## src/rtl/vtff_bank.sv

```systemverilog
// Bank of CHANNELS independent WIDTH-bit registers, each with its own
// hold / load / inverted-load / divided self-toggle mode and one-cycle tick.
module vtff_bank #(
  parameter int WIDTH    = 8,
  parameter int CHANNELS = 4,
  parameter int CNT_W    = 16
) (
  input  logic                      clk,
  input  logic                      rst,
  input  logic [CHANNELS-1:0]       en,
  input  logic [CHANNELS-1:0]       clr,
  input  logic [2*CHANNELS-1:0]     mode,
  input  logic [CNT_W-1:0]          div,
  input  logic [CHANNELS*WIDTH-1:0] in,
  output logic [CHANNELS*WIDTH-1:0] out,
  output logic [CHANNELS-1:0]       tick
);

  typedef enum logic [1:0] {
    MODE_HOLD     = 2'b00,
    MODE_LOAD     = 2'b01,
    MODE_LOAD_INV = 2'b10,
    MODE_TOGGLE   = 2'b11
  } mode_e;

  for (genvar c = 0; c < CHANNELS; c++) begin : g_ch
    logic [WIDTH-1:0] r_out;
    logic [CNT_W-1:0] r_cnt;
    logic             r_tick;
    logic [WIDTH-1:0] w_in;
    mode_e            w_mode;
    logic             w_limit;

    assign w_in    = in[WIDTH*c +: WIDTH];
    assign w_mode  = mode_e'(mode[2*c +: 2]);
    // >= rather than == so a shrunken div can never let the count run past it
    assign w_limit = (r_cnt >= div);

    always_ff @(posedge clk or posedge rst) begin
      if (rst) begin
        r_out  <= '0;
        r_cnt  <= '0;
        r_tick <= 1'b0;
      end else if (clr[c]) begin
        r_out  <= '0;
        r_cnt  <= '0;
        r_tick <= 1'b0;
      end else if (!en[c]) begin
        r_tick <= 1'b0;
      end else begin
        r_tick <= 1'b0;
        unique case (w_mode)
          MODE_HOLD: begin
            r_cnt <= '0;
          end
          MODE_LOAD: begin
            r_out <= w_in;
            r_cnt <= '0;
          end
          MODE_LOAD_INV: begin
            r_out <= ~w_in;
            r_cnt <= '0;
          end
          MODE_TOGGLE: begin
            if (w_limit) begin
              r_out  <= ~r_out;
              r_cnt  <= '0;
              r_tick <= 1'b1;
            end else begin
              r_cnt <= r_cnt + CNT_W'(1);
            end
          end
          default: begin
            r_cnt <= '0;
          end
        endcase
      end
    end

    assign out[WIDTH*c +: WIDTH] = r_out;
    assign tick[c]               = r_tick;
  end

endmodule

```

## config.mk

```make
export PLATFORM = sky130hd
export DESIGN_NAME = vtff_bank
export DESIGN_NICKNAME = d
export VERILOG_FILES = /design/src/rtl/vtff_bank.sv
export SDC_FILE = /design/constraint.sdc
export NUM_CORES = 1
export LEC_CHECK = 0
export BUFFER_PORTS_ARGS = -buffer_cell sky130_fd_sc_hd__buf_4
export CAP_MARGIN = 20
export CORE_ASPECT_RATIO = 0.5
export CORE_UTILIZATION = 40
export CTS_BUF_LIST = sky130_fd_sc_hd__clkbuf_4 sky130_fd_sc_hd__clkbuf_8 sky130_fd_sc_hd__clkbuf_16
export DETAILED_ROUTE_END_ITERATION = 10
export GPL_TIMING_DRIVEN = 0
export PLACE_DENSITY = 0.71
export SYNTH_ARGS = -nofsm -noshare
export SYNTH_HDL_FRONTEND = slang
export SYNTH_SLANG_ARGS = --single-unit
```

## constraint.sdc

```tcl
create_clock -name clk -period 7.9 [get_ports clk]
set_input_delay 0.79 -clock clk [delete_from_list [all_inputs] [get_ports clk]]
set_output_delay 0.79 -clock clk [all_outputs]
set_load 0.005 [all_outputs]
```

==> flow_summary_export.csv <==
group,metric,value,unit
timing,final-setup-viol-count,0,
worst_setup_path,reg2reg_slack,5.31,ns
yosys,synthesis.area,7012,um2
worst_setup_path,worstPathRequired,8.19,ns
grt,grt_pass1_vias,5871,
clock_network,clock_sinks,100,
clock_network,cts_hold_buf,0,
clock_network,htree_levels,3,
layout,final_layout_size_suffix_gt1_frac,0.1834,
drt,wirelength,17570,um
drt,ant_nets,0,
clock_network,cts-root-buf,"clkbuf_16",
layout,nNetsFinal,1000,
drt,wl_per_cell,16.06,um
grt,grt_usage,0.2033,
worst_setup_path,crit_type,"primary input to flip-flop",
yosys,synth_edf_count,0,
yosys,synth_xor_area_frac,0.04497,
yosys,avgSynthCellArea,9.337,um2
layout,final_area,8376,um2
floorplan,core_area,16760,um2
worst_setup_path,max_stage_delay,0.42,ns
clock_network,post_cts_resized,0,
worst_setup_path,crit_path_max_fanout,10,
yosys,syn_inst,751,
yosys,ys_ff_latch,100,
yosys,ys_types,66,
drt,vias_per_cell,5.612,
worst_setup_path,r2r_cells,8,
yosys,synth-compound-area-share,0.1920,
worst_setup_path,worstSetupStartpointType,"primary input",
clock_network,clk_pin_slew,0.07,ns
run_status,outcome,"completed",
worst_setup_path,critPathSlowestCell,"o311ai_1",
worst_setup_path,regToRegStartpoint,"g_ch[3].r_cnt[0]",
floorplan,fp.dieH,95.62,um
pwr,ir_drop,0.09971,mV
yosys,yosys.area_share.simple,0.2031,
clock_network,cts_buffers,9,
worst_setup_path,endpoint_kind,"flip-flop",
layout,n_fill_cell,1556,
clock_network,cts_tree,"done",
worst_setup_path,crit_family,"compound AO/OA/AOI/OAI gates",
pwr,p_leak,3.939,nW
grt,grt_pass1_wl,29110,um
placement,gp_congestion,0.8194,
worst_setup_path,path_cells,"buf_4 -> inv_1 -> ha_1 -> a21oi_1 -> nor2_1 -> a211oi_2 -> nand4_1 -> clkbuf_1 -> o311ai_1 -> o21a_1",
floorplan,dieArea,18100,um2
timing,grt_setup_unrepaired,"false",
layout,diodes,0,
timing,fin_crit,2.861,ns
yosys,yosys.area_share.adder,0.1285,
worst_setup_path,cp_num_buf_inv,3,
hold_path,min_path_type,"primary input to asynchronous set/reset pin",
timing,worst_pin_slew,0.9680,ns
timing,slew_viol_final,0,
layout,syn_to_final_growth,19.45,%
floorplan,initial_core_util,0.4183,
floorplan,rows,33,
yosys,seq_area_frac_synth,0.3569,
yosys,synth_top_family_by_area,"simple AND/OR/NAND/NOR gates",
pwr,power_density,142.1,nW/um2
drt,drtIter0Drc,311,
drt,num_vias,6140,
timing,slew_headroom,0.3487,
flow_run,cap_violations,0,
timing,finClkSkew,0.009950,ns
clock_network,cts_setup_buffers,0,
yosys,yosys_warnings,0,
worst_setup_path,worstReg2RegEnd,"g_ch[3].r_out[4]",
drt,drc_errors,0,
timing,finalCritPeriodShare,0.3621,
floorplan,io_pins,102,
grt,antenna_found_initial,0,
grt,grt_max_degree,65,
placement,place_area,8069,um2
clock_network,clockBufferDepth,2,
yosys,ys.flop_type,"dfrtp_1",
placement,portBuffers,99,
yosys,async_flop_share,1.000,
timing,tns,0,ns
worst_setup_path,cp.arrival,3.15,ns
yosys,synthMuxAreaShare,0.02748,
drt,firstDrtPassIters,5,
yosys,synth_fp_nets,889,
timing,hold_viol_final,0,
placement,dp.final_hpwl,12850,um
timing,fmax,349.6,MHz
floorplan,die-width,189.2,um
grt,grt-ovfl-total,0,
clock_network,clkLatencyLatePin,0.35,ns
-- synth_stat cells (7+ instances only) --
cell | instances | area [um2]
a211oi_1 | 10 | 75.07
a21o_1 | 12 | 90.09
a21oi_1 | 49 | 245.2
a22o_1 | 9 | 78.83
and2_1 | 7 | 43.79
and3_1 | 10 | 62.56
clkbuf_1 | 20 | 75.07
dfrtp_1 | 100 | 2502
ha_1 | 72 | 900.9
inv_1 | 37 | 138.9
mux2i_1 | 17 | 170.2
nand2_1 | 47 | 176.4
nand2b_1 | 13 | 81.33
nand3_1 | 28 | 140.1
nand4_1 | 18 | 112.6
nor2_1 | 63 | 236.5
nor2b_1 | 13 | 81.33
nor3_1 | 14 | 70.07
nor3_2 | 12 | 120.1
nor4_1 | 8 | 50.05
o21a_1 | 8 | 60.06
o21ai_0 | 25 | 125.1
o22a_1 | 8 | 70.07
o22ai_1 | 10 | 62.56
o2bb2ai_1 | 17 | 148.9
xnor2_1 | 12 | 105.1
xor2_1 | 24 | 210.2
-- placed cells by master (no fill, tap or decap), types with 5 or more instances in the layout --
| cell type | n |
|---|---|
| a21oi_1 | 49 |
| xnor2_1 | 12 |
| nor4_1 | 8 |
| nor2_1 | 63 |
| nand4_1 | 18 |
| o2bb2ai_1 | 17 |
| o21ai_0 | 25 |
| a31oi_1 | 6 |
| and2_1 | 7 |
| a21o_1 | 12 |
| nor4b_1 | 5 |
| mux2i_1 | 17 |
| and3_1 | 10 |
| nor2b_1 | 13 |
| nand2_1 | 47 |
| ha_1 | 72 |
| o21a_1 | 8 |
| xor2_1 | 24 |
| buf_6 | 6 |
| a22o_1 | 9 |
| nor3_1 | 14 |
| nor3_2 | 12 |
| buf_4 | 103 |
| o311ai_1 | 5 |
| dfrtp_1 | 100 |
| nand2b_1 | 13 |
| a211oi_1 | 10 |
| o22ai_1 | 10 |
| and4_1 | 5 |
| clkbuf_16 | 9 |
| nand3_1 | 28 |
| clkbuf_1 | 20 |
| inv_1 | 36 |
| o22a_1 | 8 |
-- worst max-delay path by stage --
stage	from	endpoint	slack (ns)	depth (start not counted)
2_1_floorplan	rst	g_ch[0].r_cnt[0]	4.49	1
3_3_place_gp	rst	g_ch[1].r_out[2]	3.09	2
3_5_place_dp	div[13]	g_ch[3].r_cnt[4]	4.78	10
4_1_cts	div[13]	g_ch[3].r_cnt[4]	5.05	10
5_1_grt	div[13]	g_ch[3].r_cnt[4]	4.87	10
6_report	div[13]	g_ch[3].r_cnt[4]	5.04	10
-- registers in the layout (all words and copies together), names as in the netlist --
| name | count |
|---|---|
| g_ch.r_cnt | 64 |
| g_ch.r_tick | 4 |
| g_ch.r_out | 32 |
-- stage by stage --
| stage | total power, W | worst slack [ns] | hold WS, ns | instances | util |
|---|---|---|---|---|---|
| 2_1_floorplan | 0.0006552 | 4.491 | 0.4851 | 751 | - |
| 3_3_place_gp | 0.0007333 | 3.087 | 0.5011 | 1077 | 0.4795 |
| 3_5_place_dp | 0.0007405 | 4.777 | 0.5053 | 1078 | 0.4813 |
| 4_1_cts | 0.001205 | 5.047 | 0.4941 | 1094 | 0.4996 |
| 5_1_grt | 0.001247 | 4.867 | 0.5082 | 1094 | 0.4996 |
| 6_report | 0.001190 | 5.039 | 0.4834 | 1094 | 0.4996 |
-- routing by layer --
metal,share of wire,vias to the layer above,GRT usage
met3,0.052,23,0.03681
met2,0.45,185,0.3358
met4,0.016,0,0.06116
met1,0.48,2957,0.2733
li1,-,2975,-
met5,0,-,0
-- where the power goes --
group	switching, W	internal (W)	total, W
combinational	0.000102	0.0000878	0.000190
sequential	0.0000135	0.000527	0.000540
clock	0.000201	0.000259	0.000460
total	0.000316	0.000874	0.00119
-- cell type report --
type | count | area (um2) | area share
buffer | 34 | 191.4 | 0.02286
clock buffer | 11 | 246.5 | 0.02943
clock inverter | 5 | 60.06 | 0.007171
inverter | 37 | 141.4 | 0.01688
multi-input combinational | 580 | 4179 | 0.4990
sequential | 100 | 2502 | 0.2988
tap | 227 | 284.0 | 0.03391
timing repair buffer | 100 | 770.7 | 0.09202
-- logic make-up after synthesis --
group                      after synthesis
AOI/OAI and AO/OA                      189
xor gates and xnor gates                36
adders and majority gates               72
buffers and inverters                   71
DFF                                    100
muxes                                   19
and+or+nand+nor                        264
(Power assumes the default switching activity.)
